[src/rtl/fp_pkg.sv]
// Shared FP32 divide-pipeline types: mantissa-divider FSM states, quotient width and the
// sideband bundle carried alongside the iterative divider.
package fp_pkg;

  localparam int unsigned FP_QBITS = 27;
  localparam int unsigned FP_EXP_W = 10;

  typedef enum logic [1:0] {
    IDLE = 2'd0,
    ITER = 2'd1,
    DONE = 2'd2
  } div_iter_state_t;

  typedef struct packed {
    logic                sign;
    logic [FP_EXP_W-1:0] exp;
    logic [2:0]          rounding_mode;
    logic                special_case;
    logic [31:0]         special_result;
    logic                invalid;
    logic                flushed;
    logic                div_by_zero;
  } fp_div_side_t;

endpackage

[src/rtl/fp_div_restore_step.sv]
// One radix-2 restoring division step: compare partial remainder against the divisor,
// conditionally subtract, and shift left by one.
module fp_div_restore_step #(
  parameter int unsigned W = 24
) (
  input  logic [W:0]   rem_i,
  input  logic [W-1:0] div_i,
  output logic [W:0]   rem_o,
  output logic         qbit_o
);

  logic [W:0] div_ext;
  logic [W:0] sel;

  always_comb begin
    div_ext = {1'b0, div_i};
    qbit_o  = (rem_i >= div_ext);
    sel     = qbit_o ? (rem_i - div_ext) : rem_i;
    // After a restoring step sel < div, so the shifted value always fits in W+1 bits.
    rem_o   = sel << 1;
  end

endmodule

[src/rtl/fp_div_mantissa_iter.sv]
// Iterative radix-2 restoring mantissa divider: produces a 27-bit quotient, sticky and a
// normalisation-adjusted exponent, one operation in flight at a time.
module fp_div_mantissa_iter
  import fp_pkg::*;
#(
  parameter int unsigned MANT_W = 24,
  parameter int unsigned QBITS  = FP_QBITS,
  parameter int unsigned EXP_W  = FP_EXP_W
) (
  input  logic                    clk,
  input  logic                    rst,
  input  logic                    in_valid,
  output logic                    in_ready,
  input  logic [MANT_W-1:0]       in_mant_a,
  input  logic [MANT_W-1:0]       in_mant_b,
  input  logic signed [EXP_W-1:0] in_exp,
  input  logic                    in_sign,
  input  logic [2:0]              in_rounding_mode,
  input  logic                    in_special_case,
  input  logic [31:0]             in_special_result,
  input  logic                    in_invalid,
  input  logic                    in_flushed,
  input  logic                    in_div_by_zero,
  output logic                    out_valid,
  input  logic                    out_ready,
  output logic [QBITS-1:0]        out_quot,
  output logic                    out_sticky,
  output logic signed [EXP_W-1:0] out_exp,
  output logic                    out_sign,
  output logic [2:0]              out_rounding_mode,
  output logic                    out_special_case,
  output logic [31:0]             out_special_result,
  output logic                    out_invalid,
  output logic                    out_flushed,
  output logic                    out_div_by_zero
);

  localparam int unsigned CntW = $clog2(QBITS);
  localparam logic [CntW-1:0] CntLast = CntW'(QBITS - 1);
  localparam logic [EXP_W-1:0] ExpOne = EXP_W'(1);

  div_iter_state_t   state_q, state_d;
  logic [MANT_W:0]   rem_q, rem_d, rem_step;
  logic [MANT_W-1:0] div_q, div_d;
  logic [QBITS-1:0]  quot_q, quot_d;
  logic [CntW-1:0]   cnt_q, cnt_d;
  fp_div_side_t      side_q, side_d;
  logic              qbit;

  fp_div_restore_step #(
    .W (MANT_W)
  ) u_step (
    .rem_i  (rem_q),
    .div_i  (div_q),
    .rem_o  (rem_step),
    .qbit_o (qbit)
  );

  always_comb begin
    state_d = state_q;
    rem_d   = rem_q;
    div_d   = div_q;
    quot_d  = quot_q;
    cnt_d   = cnt_q;
    side_d  = side_q;
    unique case (state_q)
      IDLE: begin
        if (in_valid) begin
          side_d = '{sign:           in_sign,
                     exp:            in_exp,
                     rounding_mode:  in_rounding_mode,
                     special_case:   in_special_case,
                     special_result: in_special_result,
                     invalid:        in_invalid,
                     flushed:        in_flushed,
                     div_by_zero:    in_div_by_zero};
          div_d  = in_mant_b;
          quot_d = '0;
          cnt_d  = '0;
          if (in_special_case || in_div_by_zero) begin
            // Bypass: zero remainder keeps sticky clear, exponent passes unadjusted.
            rem_d   = '0;
            state_d = DONE;
          end else begin
            rem_d   = {1'b0, in_mant_a};
            state_d = ITER;
          end
        end
      end
      ITER: begin
        rem_d  = rem_step;
        quot_d = {quot_q[QBITS-2:0], qbit};
        cnt_d  = cnt_q + 1'b1;
        if (cnt_q == CntLast) begin
          state_d = DONE;
          // Quotient below 1.0 needs one left normalisation shift downstream.
          if (!quot_d[QBITS-1]) begin
            side_d.exp = side_q.exp - ExpOne;
          end
        end
      end
      DONE: begin
        if (out_ready) begin
          state_d = IDLE;
        end
      end
      default: state_d = IDLE;
    endcase
  end

  always_ff @(posedge clk or negedge rst) begin
    if (!rst) begin
      state_q <= IDLE;
      rem_q   <= '0;
      div_q   <= '0;
      quot_q  <= '0;
      cnt_q   <= '0;
      side_q  <= '0;
    end else begin
      state_q <= state_d;
      rem_q   <= rem_d;
      div_q   <= div_d;
      quot_q  <= quot_d;
      cnt_q   <= cnt_d;
      side_q  <= side_d;
    end
  end

  assign in_ready           = (state_q == IDLE);
  assign out_valid          = (state_q == DONE);
  assign out_quot           = quot_q;
  assign out_sticky         = |rem_q;
  assign out_exp            = side_q.exp;
  assign out_sign           = side_q.sign;
  assign out_rounding_mode  = side_q.rounding_mode;
  assign out_special_case   = side_q.special_case;
  assign out_special_result = side_q.special_result;
  assign out_invalid        = side_q.invalid;
  assign out_flushed        = side_q.flushed;
  assign out_div_by_zero    = side_q.div_by_zero;

endmodule

[config.mk]
export PLATFORM = sky130hd
export DESIGN_NAME = fp_div_mantissa_iter
export DESIGN_NICKNAME = d
export VERILOG_FILES = /design/src/rtl/fp_pkg.sv /design/src/rtl/fp_div_restore_step.sv /design/src/rtl/fp_div_mantissa_iter.sv
export SDC_FILE = /design/constraint.sdc
export NUM_CORES = 1
export LEC_CHECK = 0
export ABC_AREA = 1
export CORE_ASPECT_RATIO = 1.75
export CORE_MARGIN = 5
export CORE_UTILIZATION = 46
export DETAILED_ROUTE_END_ITERATION = 10
export GPL_ROUTABILITY_DRIVEN = 0
export PLACE_DENSITY = 0.82
export SLEW_MARGIN = 20
export SYNTH_ARGS = -nofsm -noshare
export SYNTH_HDL_FRONTEND = slang
export SYNTH_SLANG_ARGS = --single-unit
[constraint.sdc]
create_clock -name clk -period 2 [get_ports clk]
set_input_delay 0.4 -clock clk [delete_from_list [all_inputs] [get_ports clk]]
set_output_delay 0.4 -clock clk [all_outputs]
set_load 0.005 [all_outputs]
* Word level (Yosys, flattened, before mapping)
Index checks and enable logic that the tools add are counted.
Storage, ports and cells: register bits 133, bits in latches 0, bits in writable memories 0, ROM bits 0, input port bits 102, output and inout bits 80, word-level logic and storage cells 49, memories 0
Operators by class: add/subtract/negate cells 3, $mul 0, divide/modulo/power cells 0, order comparisons 1, equal/unequal tests 7, shift-type cells 0, mux-type cells 17, bitwise logic cells 0, reductions and logical operators 8
Operators by type and width (number):
- $pmux W27 S2 | 1
- $pmux W25 S2 | 1
- $mux W49 | 1
- $mux W24 | 2
- $mux W27 | 1
- $ge A25 B24 Y1 | 1
- $mux W25 | 1
- $reduce_or A25 Y1 | 1
- $sub A24 B24 Y24 | 1
- $mux W10 | 2
- $pmux W10 S2 | 1
- $pmux W5 S2 | 1
- $sub A10 B1 Y10 const B | 1
- $mux W2 | 4
- $ne A2 B2 Y1 const B | 3
- $pmux W2 S3 | 1
- $add A5 B1 Y5 const B | 1
- $eq A5 B5 Y1 const B | 1
- $mux W5 | 1
- $reduce_and A2 Y1 | 2
- $reduce_and A4 Y1 | 1
- $reduce_and A3 Y1 | 1
- $eq A2 B1 Y1 const B | 1
- $eq A2 B2 Y1 const B | 1
- 4 further kinds | 4

* Longest topological paths before layout
Gate-level depths: netlist of the first run.
depth in word-level cells 4, depth in mapped cells 16, depth with buffers taken out 16

* Hierarchy
A second synthesis of the first run with hierarchy kept.
Unflattened totals: cells, all modules 1151, area, all modules 8116.5 um^2
By module, submodules not included:
- fp_div_mantissa_iter | instances 1, cells each 667, area an instance 5770.5 um^2, seq. area each 3328.2 um^2
- fp_div_restore_step | instances 1, cells each 484, area an instance 2346.0 um^2, seq. area each 0.0 um^2

* Worst setup path before layout of the first run
OpenSTA, ideal clock, no wires.
path kind flip-flop to flip-flop, start point register rem_q[16], end point register rem_q[23], setup time 117 ps, arrival 1797 ps, required time 1883 ps, path slack 87 ps, stages on the path, launching flop included 13, path buffers 1, period minus slack after synthesis 1913 ps, cells stage by stage dfrtp_1 ha_1 nand2_1 inv_2 a21oi_1 nand2_1 a21oi_4 nand3_4 buf_6 nand2_1 nand3_1 nand2_1 nand2_1
Between the ends: word-level cells in the longest chain between the ends 3, elaborated cells between the ends (all ways) 4, classes of those cells add/sub (1); order compare (1); mux (2)
RTL lines:
- start: declaration | line fp_div_mantissa_iter.sv:43 | logic [MANT_W:0] rem_q, rem_d, rem_step;
- start signal: assignment | line fp_div_mantissa_iter.sv:121 | rem_q <= rem_d;
- $sub A24 B24 Y24 or $ge A25 B24 Y1 (tied branches) | line fp_div_restore_step.sv:18, fp_div_restore_step.sv:17
- $mux W24 * | line fp_div_restore_step.sv:18 | sel = qbit_o ? (rem_i - div_ext) : rem_i;
- $pmux W25 S2 * | line fp_div_mantissa_iter.sv:66 | unique case (state_q)
Every way passes the cells marked *; elsewhere a longest branch is shown, timed or not. A chain may end at the register's enable or synchronous reset.

* Worst setup path after layout of the first run
start point register rem_q[19], end point output port out_sticky
Between the ends: word-level cells in the longest chain between the ends 1
RTL lines:
- $reduce_or A25 Y1 | line fp_div_mantissa_iter.sv:132 | assign out_sticky = |rem_q;
- end: declaration | line fp_div_mantissa_iter.sv:27 | output logic out_sticky,
No other way between the ends.

==> impl_metrics.env, run 1 <==
export IMPL_status="finished with violations"
export IMPL_violations="negative setup slack"
export IMPL_io_buffers=181
export IMPL_insertion_delay_ps=420
export IMPL_start_util_pct=46.3
export IMPL_nets=1514
export IMPL_grt_overflow=0
export IMPL_async_flop_share_pct=100
export IMPL_dr_first_iter_drc_count=411
export IMPL_cp_end_kind="output pin"
export IMPL_whs_ps=467
export IMPL_clock_fmax_mhz=427
export IMPL_die_area_mm2=0.0197
export IMPL_drc=0
export IMPL_hold_path_end="out_special_result[0]"
export IMPL_hold_viol=0
export IMPL_rsz0062_at_grt="yes"
export IMPL_start_kind="flop"
export IMPL_numCtsBuffers=17
export IMPL_num_antenna_cells=0
export IMPL_grt_max_degree=51
export IMPL_clockRootBuffer="clkbuf_16"
export IMPL_htreeDepth=4
export IMPL_avgSynthCellArea_um2=7.06
export IMPL_syn_area_mm2=0.00778
export IMPL_tns_ps=-5570
export IMPL_holdPathStages=2
export IMPL_cts_tree="done"
export IMPL_final_min_clock_period_ps=2340
export IMPL_fin_crit_sh_pct=117
export IMPL_r2r_start="rem_q[15]"
export IMPL_die_h_um=182
export IMPL_yosysMostFrequentCell="nand2_1"
export IMPL_tightest_slew_ps=470
export IMPL_clk_pin_slew_ps=60
export IMPL_cp_max_fo=2
export IMPL_crit_path_cell_trace="nor4_2, buf_4, nand2_4, nor4_4, buf_4, nand4_1, buf_2"
export IMPL_yosysSeqAreaShare_pct=42.8
export IMPL_synthCells=1101
export IMPL_clock_sinks=133
export IMPL_ys_flop_type="dfrtp_1"
export IMPL_grt_total_usage_pct=26.7
export IMPL_ctsLongestPathBuffers=2
export IMPL_rr_endpoint="rem_q[17]"
export IMPL_dp_hpwl_um=19100
export IMPL_synth_top_cell_by_area="dfrtp_1"
export IMPL_crit_slowest_cell="dfrtp_1"
export IMPL_yosys_top_cells_area="dfrtp_1 43%, nand2_1 21%, inv_1 7.3%, ha_1 4.3%, o21ai_0 4.2%"
export IMPL_vias_per_cell=5.20
export IMPL_ys_warn_count=0
export IMPL_drv_cap=0
export IMPL_rows=63
export IMPL_hp_start="out_special_result[0]"
export IMPL_r2r_setup_slack_ps=-270
export IMPL_hold_path_class="flop to flop"
export IMPL_ir_drop_v=0.000969
export IMPL_cp_common_cell="buf_4"
export IMPL_drive_above_1_share_pct=16.3
export IMPL_ff2ff_path_depth=15
export IMPL_crit_required_ps=1600
export IMPL_num_io_pins=182
export IMPL_slew_violations=0
export IMPL_yosys_area_top_type_share_pct=42.8
export IMPL_core_area_mm2=0.0168
export IMPL_syn_nets=1231
export IMPL_ys_ff_latch=133
export IMPL_wirelength_um=26000
export IMPL_vias=8436
export IMPL_power_density_mw_per_mm2=1910
export IMPL_wl_per_cell_um=16.0
export IMPL_p_leak_nw=5.81
export IMPL_crit_path_max_incr_delay_ps=390
export IMPL_setup_viol=25
export IMPL_grt_pass1_vias=8782
export IMPL_worstSetupPathType="flop to output pin"
export IMPL_setup_ws_ps=-343
export IMPL_synth_edf_count=0
export IMPL_antenna_found_initial=0
export IMPL_slew_headroom_pct=68.7
export IMPL_ant_nets=0
export IMPL_finalClockSkew_ps=10.1
export IMPL_first_pass_iters=5
export IMPL_area_delta_synth_final_pct=50.6
export IMPL_die_x_um=108
export IMPL_crit_arrival_ps=1940
export IMPL_grt_pass1_wl_um=41400
export IMPL_synth_commonest_cells="438 x nand2_1, 151 x inv_1, 133 x dfrtp_1"
export IMPL_synth_distinct_cells=39
repair_timing:
item / CTS / global route
cloned: 1 / 0
endpoints found under the setup margin: 26 / 34
resized for setup: 50 / 30
hold endpoints to repair: 41 / 0
pin swaps: 11 / 12
hold buffers: 1 / 0
buffers inserted: 5 / 2
per-layer routing:
metal | vias to the layer above | routed length [um] | track usage (%)
met3 | 120 | 1710 | 6.87
li1 | 4047 | - | -
met5 | - | 0 | 0
met1 | 3935 | 8850 | 26.3
met4 | 0 | 1670 | 17.4
met2 | 334 | 13800 | 48.2
how the worst max path moves through the flow:
stage,start,to,slack [ps],cells past startpoint
after floorplan,rem_q[16],rem_q[23],90,12
after global placement,rem_q[19],out_sticky,-430,7
after detailed placement,rem_q[19],out_sticky,-440,7
after CTS,rem_q[16],out_sticky,-390,7
after global routing,rem_q[20],rem_q[15],-440,15
final,rem_q[19],out_sticky,-340,7
power by group:
| part | internal (mW) | switching, mW |
|---|---|---|
| clock | 2.09 | 1.16 |
| sequential | 3.72 | 0.648 |
| combinational | 6.71 | 7.99 |
flip-flops by register name (all words and copies together), names as in the netlist:
signal              flops
out_exp                10
out_quot               27
out_invalid             1
div_q                  24
rem_q                  25
out_rounding_mode       3
out_flushed             1
out_special_case        1
out_div_by_zero         1
out_sign                1
state_q                 2
out_special_result     32
cnt_q                   5
critical path, delay by kind of cell (launching register included):
family                 cells  cell delay [ps]
flip-flops                 1              390
AND/OR/NAND/NOR            4              640
buffers and inverters      3              500
kinds of logic (layout without fill, tap and decap cells):
| logic type | Yosys count | count (layout) | share of synthesized area, % |
|---|---|---|---|
| compound gates | 134 | 134 | 9.57 |
| flops | 133 | 133 | 42.8 |
| fa+ha+maj | 28 | 28 | 4.60 |
| buf+inv | 200 | 495 | 10.0 |
| xor+xnor | 9 | 9 | 1.01 |
| simple gates | 597 | 597 | 32.0 |
metrics by stage:
stage               power [mW]  utilization, %  instance area [um^2]  instances  setup slack [ps]
floorplan                 11.3               -                  7780       1101              86.7
global placement          16.8            63.3                 10600       1583              -427
detailed placement        17.1            63.3                 10600       1583              -443
CTS                       21.6            69.0                 11600       1621              -392
global route              24.1            69.8                 11700       1623              -441
finish                    22.3            69.8                 11700       1623              -343
cell usage in the layout, fill, tap and decap left out, drive strengths merged, types with 2 or more instances in the layout:
cell type	netlist	final
o22ai	27	27
clkdlybuf4s50	0	178
nor4	6	6
nand3	61	61
inv	159	159
ha	27	27
o21bai	2	2
nand4	28	28
clkinv	1	4
bufinv	0	3
a22oi	4	4
o21ai	67	67
nor3	9	9
or2	4	4
a21oi	29	29
clkbuf	26	24
nand2	441	441
a21boi	2	2
buf	14	124
dfrtp	133	133
nor2	47	47
xor2	8	8
final cells by class:
class / count / area [um^2]
clock buffer: 24 / 492
clock inverter: 7 / 120
fill: 1251 / 5080
inverter: 160 / 601
multi-input combinational: 768 / 4010
sequential: 133 / 3330
tap: 227 / 284
timing repair buffer: 304 / 2880
(Power assumes the default switching activity.)
==> run 2: changes to the inputs <==
==> constraint.sdc (replaced) <==
create_clock -name clk -period 2 [get_ports clk]
set_input_delay 0.2 -clock clk [delete_from_list [all_inputs] [get_ports clk]]
set_output_delay 0.2 -clock clk [all_outputs]
set_load 0.005 [all_outputs]
==> impl_metrics.env, run 2 (same netlist as run 1, synthesis figures left out) <==
export IMPL_fillCellCount=1227
export IMPL_numCtsBuffers=17
export IMPL_first_pass_iters=5
export IMPL_drive_above_1_share_pct=20.7
export IMPL_met3_usage_pct=6.83
export IMPL_hold_viol=0
export IMPL_die_x_um=108
export IMPL_crit_required_ps=2340
export IMPL_ctsLongestPathBuffers=2
export IMPL_tightest_slew_ps=612
export IMPL_clk_pin_slew_ps=60
export IMPL_drv_cap=0
export IMPL_use_met1_pct=26.9
export IMPL_antenna_found_initial=0
export IMPL_ir_drop_v=0.000884
export IMPL_worstSetupPathType="flop to flop"
export IMPL_num_io_pins=182
export IMPL_power_density_mw_per_mm2=1940
export IMPL_violations="negative setup slack"
export IMPL_core_area_mm2=0.0168
export IMPL_p_leak_nw=5.78
export IMPL_mostFrequentLayoutCells="396 x nand2_1, 179 x clkdlybuf4s50_1, 147 x inv_1"
export IMPL_final_min_clock_period_ps=2200
export IMPL_cp_end_kind="flop"
export IMPL_grt_total_usage_pct=27.2
export IMPL_crit_path_cell_trace="inv_1, ha_1, nand2_1, nand2_1, a21oi_1, nand2_2, a21oi_4, nand3_4, buf_6, buf_6, nand2_2, nand3_2, a21boi_1"
export IMPL_crit_arrival_ps=2540
export IMPL_place_area_mm2=0.0105
export IMPL_slew_headroom_pct=59.1
export IMPL_rsz0062_at_grt="yes"
export IMPL_vias_per_cell=5.35
export IMPL_dp_hpwl_um=18600
export IMPL_setup_ws_ps=-201
export IMPL_clock_sinks=133
export IMPL_fin_crit_sh_pct=110
export IMPL_area_delta_synth_final_pct=52.4
export IMPL_crit_path_max_incr_delay_ps=370
export IMPL_grt_overflow=0
export IMPL_clockRootBuffer="clkbuf_16"
export IMPL_use_met2_pct=49.4
export IMPL_htreeDepth=4
export IMPL_hold_path_class="input port to asynchronous set/reset pin"
export IMPL_clock_fmax_mhz=454
export IMPL_largest_reg_flops=32
export IMPL_status="finished with violations"
export IMPL_rows=63
export IMPL_slew_violations=0
export IMPL_drc=0
export IMPL_start_kind="flop"
export IMPL_setup_viol=26
export IMPL_wirelength_um=27700
export IMPL_nets=1506
export IMPL_die_area_mm2=0.0197
export IMPL_grt_busiest_layer="met2"
export IMPL_vias=8652
export IMPL_grt_pass1_wl_um=42000
export IMPL_wl_per_cell_um=17.2
export IMPL_num_antenna_cells=0
export IMPL_io_buffers=181
export IMPL_dr_first_iter_drc_count=646
export IMPL_finalClockSkew_ps=14.8
export IMPL_grt_max_degree=91
export IMPL_cp_max_fo=4
export IMPL_whs_ps=293
export IMPL_start_util_pct=46.3
export IMPL_ant_nets=0
export IMPL_insertion_delay_ps=430
export IMPL_die_h_um=182
export IMPL_cts_tree="done"
export IMPL_grt_pass1_vias=8852
export IMPL_finalInstanceArea_mm2=0.0119
export IMPL_crit_slowest_cell="dfrtp_1"
export IMPL_final_common_cell="nand2_1"
-- run 2: metal layers --
metal,part of all wire [%],wire length (um)
met5,0,0
met4,7.3,2040
met3,7.3,2030
met2,52,14500
met1,33,9190
-- run 2: report_power, final --
group          switching, mW  internal [mW]
sequential             0.708           3.72
combinational           8.64           6.80
clock                   1.40           1.68
-- run 2: final timing paths --
check,from,to,slack [ps],depth (start not counted)
setup / recovery,div_q[22],rem_q[2],-200,13
setup reg to reg,div_q[22],rem_q[2],-200,13
hold reg to reg,out_special_result[20],out_special_result[20],470,2
max in group asynchronous,rst,out_quot[14],1070,3
min in group clk,in_flushed,out_flushed,310,3
hold / removal,rst,out_exp[9],290,2
-- run 2: what timing repair did --
| action | in CTS | in global routing |
|---|---|---|
| pin swaps | 10 | 38 |
| resized for setup | 62 | 96 |
| cloned | 2 | 0 |
| hold buffers | 1 | 0 |
| endpoints found under the hold margin | 44 | 0 |
| endpoints found under the setup margin | 26 | 32 |
| setup buffers | 10 | 8 |
-- run 2: critical path: cells and delay by family, from the launching register on --
family	cells	cell delay (ps)
simple gates	6	560
flops	1	370
buf+inv	3	380
compound gates	3	530
fa+ha+maj	1	270
-- run 2: final cells by class --
type	count	area (um^2)	area share, %
timing repair buffer	296	2810	23.7
sequential	133	3330	28.1
multi-input combinational	768	4260	35.9
inverter	160	601	5.07
tap	227	284	2.40
clock buffer	18	439	3.70
clock inverter	14	135	1.14
-- run 2: through the flow --
| step | instances | util (%) | setup TNS [ps] | total power [mW] | setup WS [ps] |
|---|---|---|---|---|---|
| after floorplan | 1101 | - | 0 | 11.3 | 86.7 |
| after global placement | 1568 | 62.7 | -2410 | 16.5 | -232 |
| after detailed placement | 1568 | 62.7 | -4070 | 16.8 | -243 |
| after CTS | 1613 | 68.5 | -3360 | 21.3 | -242 |
| after global routing | 1616 | 70.6 | -6290 | 24.5 | -309 |
| final | 1616 | 70.6 | -3330 | 22.9 | -201 |
==> variant 1 (flow settings as in run 1) <==
Change the parameter `MANT_W` from 24 to 20.
--- a/src/rtl/fp_div_mantissa_iter.sv
+++ b/src/rtl/fp_div_mantissa_iter.sv
@@ -4,5 +4,5 @@
   import fp_pkg::*;
 #(
-  parameter int unsigned MANT_W = 24,
+  parameter int unsigned MANT_W = 20,
   parameter int unsigned QBITS  = FP_QBITS,
   parameter int unsigned EXP_W  = FP_EXP_W
Ports: changed (resized in_mant_a and in_mant_b); port bits go from 182 to 174. The function was not compared with the original's and may differ.
==> variant 1 against run 1 <==
- setup slack improved by 0.14 ns
- synthesized area fell by 11%
- combinational power fell by 10%
- largest cell class unchanged
- the flow still finishes with violations (setup timing)
- final area fell by 5.6%
- first-iteration DRC count rose by 44%
- wire length fell by 0.89%
- count of clock-buffer cells in the layout fell by 7
- sequential cell count fell by 8
- total power fell by 7.8%
==> variant 1: results (changes against run 1) <==
Outcome
  – Status: finished with violations
  – Failing checks: setup timing

Synth
  – Netlist Area Pre-Place: 0.00691 mm2 (-11%)
  – Seq/Total Area, Yosys: 0.453 (+0.0247)
  – Top post-synthesis cells by area: dfrtp_1 (45%), nand2_1 (18%), inv_1 (6.8%), nand3_1 (4.4%), ha_1 (4.2%)
  – Post-synth top cells: nand2_1 (327), dfrtp_1 (125), inv_1 (125)
  – Synthesized Nets: 1052 (-15%)
  – Yosys cell types: 39 (unchanged)

Finish
  – Antenna Cells: 0 (unchanged)
  – Final nets: 1309 (-14%)
  – Layout cells sized above 1: 0.253 (+0.0894)
  – Fillers: 954 (-24%)

Routing
  – Metal3 WL: 1.82 mm (+6.2%)
  – Met1 WL: 8.33 mm (-5.9%)
  – Number of DRC markers in iteration 0: 591 (+44%)
  – WL met2: 13.7 mm (-0.62%)
  – Avg Vias per Cell: 5.54 (+6.5%)
  – Drt wl/cell: 18.6 um (+16%)

Placement
  – Cell Area, Placed: 0.00936 mm2 (-12%)
  – Number of buffers inserted by port buffering: 173 (-4.4%)
  – Post-DP HPWL: 15.8 mm (-17%)
  – Pre-CTS setup slack: -0.160 ns (+0.283 ns)

Global routing
  – Vias in the first global route: 7667 (-13%)
  – GRT Util Overall: 0.258 (-0.00902)
  – First-pass GRT wire length: 35.5 mm (-14%)
  – Pin count of the biggest net entering global routing: 57 (+12%)

Timing
  – Worst-Margin Slew: 0.665 ns (+0.195 ns)
  – Post-route setup slack: -0.199 ns (+0.144 ns)
  – Worst Clk Skew: 0.00869 ns (-0.00140 ns)
  – Final number of setup-violating endpoints: 21 (-16%)

CTS
  – CTS H-tree depth: 4 (unchanged)
  – Worst-path clk slew: 0.07 ns
  – CTS Buf Count: 17 (unchanged)

Power
  – Cell Pwr Density: 1860 mW/mm2 (-2.3%)
  – Max IR drop VDD: 0.937 mV (-3.3%)
  – Pleak: 5.28 nW (-9.2%)
  – Switching power: 9.24 mW (-5.8%)
  – Combinational share of power: 0.642 (-0.017)
  – Clock group total power: 3.38 mW (+4%)

Worst setup path
  – Largest stage delay, worst path: 0.42 ns (+0.03 ns)
  – WP data arrival: 2.50 ns (+0.56 ns)
  – CP Max Fanout: 7 (+5)
  – Slowest CP cell: dfrtp_1

Min path
  – Hold Path Class: input port to async pin
==> variant 1: cell count changes after synthesis, sizes merged, moves of 4 or more <==
cell           run 1  this run
a21oi             29        39
clkbuf            26        17
dfrtp            133       125
ha                27        23
inv              159       132
nand2            441       337
nand3b             1         5
nand4             28         7
nor2              47        55
o21ai             67        45
==> variant 1: final cells by class <==
class	count	area, um2	area share
clock buffer	17	425	0.0385
clock inverter	14	206	0.0187
inverter	132	498	0.0450
multi-input combinational	643	3940	0.357
sequential	125	3130	0.283
tap	183	229	0.0207
timing repair buffer	272	2620	0.237
==> variant 1: final timing paths <==
kind	endpoint	slack, ns	cells after the start	from
min in group clk	out_special_result[1]$_DFFE_PN0P_	0.47	2	out_special_result[1]$_DFFE_PN0P_
min reg2reg	out_special_result[1]$_DFFE_PN0P_	0.47	2	out_special_result[1]$_DFFE_PN0P_
max	rem_q[3]$_DFFE_PN0P_	-0.20	11	rem_q[13]$_DFFE_PN0P_
max in group asynchronous	rem_q[19]$_DFFE_PN0P_	1.03	3	rst
min	out_quot[14]$_DFFE_PN0P_	0.38	2	rst
max reg2reg	rem_q[3]$_DFFE_PN0P_	-0.20	11	rem_q[13]$_DFFE_PN0P_
==> variant 1: per-stage QoR <==
| step | setup TNS (ns) | std cells |
|---|---|---|
| final | -2.63 | 1386 |
| after global placement | -1.17 | 1328 |
| after CTS | -0.308 | 1368 |
| after floorplan | 0 | 934 |
| after global routing | -4.99 | 1386 |
| after detailed placement | -1.56 | 1328 |
==> variant 1: layer usage <==
metal | vias up | global-route usage
met1 | 3633 | 0.241
met4 | 0 | 0.182
met2 | 419 | 0.474
li1 | 3474 | -
met5 | - | 0
met3 | 148 | 0.0630
==> variant 1: worst max-delay path, delay by kind of cell, from the launching register on <==
| family | cells | cell delay (ns) |
|---|---|---|
| AOI/OAI and AO/OA | 1 | 0.11 |
| adders and majority gates | 1 | 0.30 |
| buffers and inverters | 2 | 0.30 |
| DFF | 1 | 0.42 |
| and+or+nand+nor | 7 | 0.93 |
==> variant 1: kinds of logic (layout without fill, tap and decap cells) <==
| kind of cell | count (synthesis) | in the layout | share of synthesized area |
|---|---|---|---|
| buffers and inverters | 166 | 435 | 0.0954 |
| XOR/XNOR | 9 | 9 | 0.0114 |
| AO/OA/AOI/OAI | 125 | 125 | 0.101 |
| AND/OR/NAND/NOR | 485 | 485 | 0.295 |
| adder cells (fa/ha/maj) | 24 | 24 | 0.0445 |
| flip-flops | 125 | 125 | 0.453 |
==> variant 1: timing repair <==
| item | CTS | global route |
|---|---|---|
| resized for setup | 54 | 152 |
| cloned | 1 | 0 |
| hold endpoints to repair | 12 | 0 |
| buffers inserted | 7 | 18 |
| pin swaps | 12 | 55 |
| setup endpoints to repair | 23 | 27 |
| hold buffers | 1 | 0 |
==> variant 2 (settings of run 1) <==
Made on the original files. Register the inputs `in_rounding_mode` and `in_div_by_zero` before use, without a reset. The logic sees them one clock later. The other inputs are not delayed to match.
--- a/src/rtl/fp_div_mantissa_iter.sv
+++ b/src/rtl/fp_div_mantissa_iter.sv
@@ -40,4 +40,12 @@
   localparam logic [EXP_W-1:0] ExpOne = EXP_W'(1);
 
+  logic [2:0] in_rounding_mode_q;
+  logic in_div_by_zero_q;
+
+  always_ff @(posedge clk) begin
+    in_rounding_mode_q <= in_rounding_mode;
+    in_div_by_zero_q   <= in_div_by_zero;
+  end
+
   div_iter_state_t   state_q, state_d;
   logic [MANT_W:0]   rem_q, rem_d, rem_step;
@@ -69,14 +77,14 @@
           side_d = '{sign:           in_sign,
                      exp:            in_exp,
-                     rounding_mode:  in_rounding_mode,
+                     rounding_mode:  in_rounding_mode_q,
                      special_case:   in_special_case,
                      special_result: in_special_result,
                      invalid:        in_invalid,
                      flushed:        in_flushed,
-                     div_by_zero:    in_div_by_zero};
+                     div_by_zero:    in_div_by_zero_q};
           div_d  = in_mant_b;
           quot_d = '0;
           cnt_d  = '0;
-          if (in_special_case || in_div_by_zero) begin
+          if (in_special_case || in_div_by_zero_q) begin
             // Bypass: zero remainder keeps sticky clear, exponent passes unadjusted.
             rem_d   = '0;
Behaviour: not the same (Yosys sat finds a counterexample within 4 cycles, from zero or initial values and one cycle with rst low).
==> variant 2 against run 1 <==
- the run ends with DRC, setup timing left
- total power grew 4.2%
- setup slack got worse by 0.074 ns
- wire length up 15%
- sequential cell count rose by 4
- via count is 5.9% higher
- synthesized area up 0.11%
- core utilization up 2.3 points
- non-clock buffer count fell by 5
- fmax fell by 3.1%
- final area rose by 3.3%
- largest power group unchanged
==> variant 2: results (changes against run 1) <==
Min path
  – Cell depth of the worst hold path: 1 (-1)
  – Hold Path Class: input port to flop

Worst setup path
  – Largest stage delay, worst path: 0.42 ns (+0.03 ns)
  – RR Startpoint: rem_q[19]$_DFFE_PN0P_
  – CP Capture Point: rem_q[10]$_DFFE_PN0P_
  – WP data arrival: 2.74 ns (+0.80 ns)
  – CP Max Fanout: 5 (+3)
  – R2R depth: 16 (+1)

Timing
  – Post-route setup slack: -0.417 ns (-0.0737 ns)
  – Final number of setup-violating endpoints: 26 (+4.0%)
  – Worst Clk Skew: 0.0153 ns (+0.00523 ns)
  – Worst-Margin Slew: 0.434 ns (-0.0359 ns)

Synth
  – Top post-synthesis cells by area: dfrtp_1 (43%), nand2_1 (21%), inv_1 (6.5%), ha_1 (4.3%), o21ai_0 (4.2%)
  – Seq/Total Area, Yosys: 0.438 (+0.00980)
  – Async set or reset register ratio after synthesis: 0.971 (-0.0292)
  – Synthesized Nets: 1211 (-1.6%)
  – Post-synth top cells: nand2_1 (427), inv_1 (134), dfrtp_1 (133)

Global routing
  – Vias in the first global route: 9056 (+3.1%)
  – First-pass GRT wire length: 43.8 mm (+5.9%)
  – Pin count of the biggest net entering global routing: 62 (+22%)
  – GRT Util Overall: 0.284 (+0.0172)

Placement
  – Post-DP HPWL: 18.4 mm (-3.8%)
  – Cell Area, Placed: 0.0104 mm2 (-2.2%)
  – Pre-CTS setup slack: -0.321 ns (+0.123 ns)

Routing
  – Drt wl/cell: 18.8 um (+17%)
  – Residual DRC count: 1 (+1)
  – Avg Vias per Cell: 5.59 (+7.6%)
  – Number of DRC markers in iteration 0: 707 (+72%)
  – Drt first pass iters: 11 (+6)

Finish
  – Final nets: 1487 (-1.8%)
  – Max FFs per register: 32 (unchanged)
  – Fillers: 1134 (-9.4%)
  – Layout cells sized above 1: 0.211 (+0.0476)

Outcome
  – Status: finished with violations
  – Failing checks: DRC, setup timing

Power
  – Pleak: 5.87 nW (+1.0%)
  – Max IR drop VDD: 0.962 mV (-0.75%)

CTS
  – Clock Path Buffers: 2 (unchanged)
-- variant 2: cell types whose count changed in the layout (fill, tap and decap cells not counted), moves of 5 or more --
cell / run 1 / this run
buf_6: 7 / 18
inv_1: 151 / 127
inv_2: 8 / 13
buf_4: 106 / 87
nand2_1: 423 / 382
nand3_1: 52 / 34
ha_4: 10 / 17
nand2_4: 3 / 13
nand3_2: 8 / 18
nand2_2: 14 / 35
ha_1: 17 / 9
-- variant 2: kinds of logic (layout without fill, tap and decap cells) --
kind of cell | Yosys count | in the layout | synth area share
flip-flops | 137 | 137 | 0.438
adder cells (fa/ha/maj) | 28 | 28 | 0.0460
buffers and inverters | 183 | 472 | 0.0951
XOR/XNOR | 9 | 9 | 0.0101
AND/OR/NAND/NOR | 581 | 581 | 0.310
AO/OA/AOI/OAI | 143 | 143 | 0.101
-- variant 2: final cells by class --
class	count	area, um2	share of cell area
clock buffer	19	443	0.0366
timing repair buffer	299	2940	0.243
sequential	137	3410	0.282
inverter	141	532	0.0440
tap	227	284	0.0235
multi-input combinational	761	4290	0.355
clock inverter	13	194	0.0160
-- variant 2: routing by layer --
metal	track usage	vias to the layer above	routed length (um)
li1	-	4004	-
met5	0	-	0
met2	0.517	560	15300
met4	0.172	0	2510
met1	0.282	4144	9400
met3	0.0733	225	2810
-- variant 2: worst min path at each step --
stage,startpoint,endpoint,slack (ns)
after floorplan,rst,cnt_q[0]$_DFFE_PN0P_,0.10
after global placement,rst,div_q[16]$_DFFE_PN0P_,0.35
after detailed placement,rst,div_q[16]$_DFFE_PN0P_,0.35
after CTS,in_rounding_mode[1],in_rounding_mode_q[1]$_DFF_P_,0.41
after global routing,in_rounding_mode[2],in_rounding_mode_q[2]$_DFF_P_,0.41
final,in_rounding_mode[1],in_rounding_mode_q[1]$_DFF_P_,0.42
-- variant 2: stage by stage --
step           TNS [ns]  instances  power [mW]
3_3_place_gp      -3.66       1535        14.9
6_report          -9.27       1597        23.3
2_1_floorplan         0       1081        10.5
3_5_place_dp      -4.40       1535        15.1
5_1_grt          -10.74       1597        24.5
4_1_cts           -5.59       1586        20.5
-- variant 2: repair_timing --
item,in CTS,in global routing
gates resized for setup,74,106
gates cloned,4,2
hold buffers,1,0
setup buffers,14,15
setup endpoints to repair,27,27
pin swaps,20,52
endpoints found under the hold margin,36,0
-- variant 2: power by group --
part	internal, mW	switching, mW	total, mW
logic	6.76	8.67	15.4
registers	3.75	0.660	4.41
clock network	2.14	1.28	3.42
total	12.6	10.6	23.3
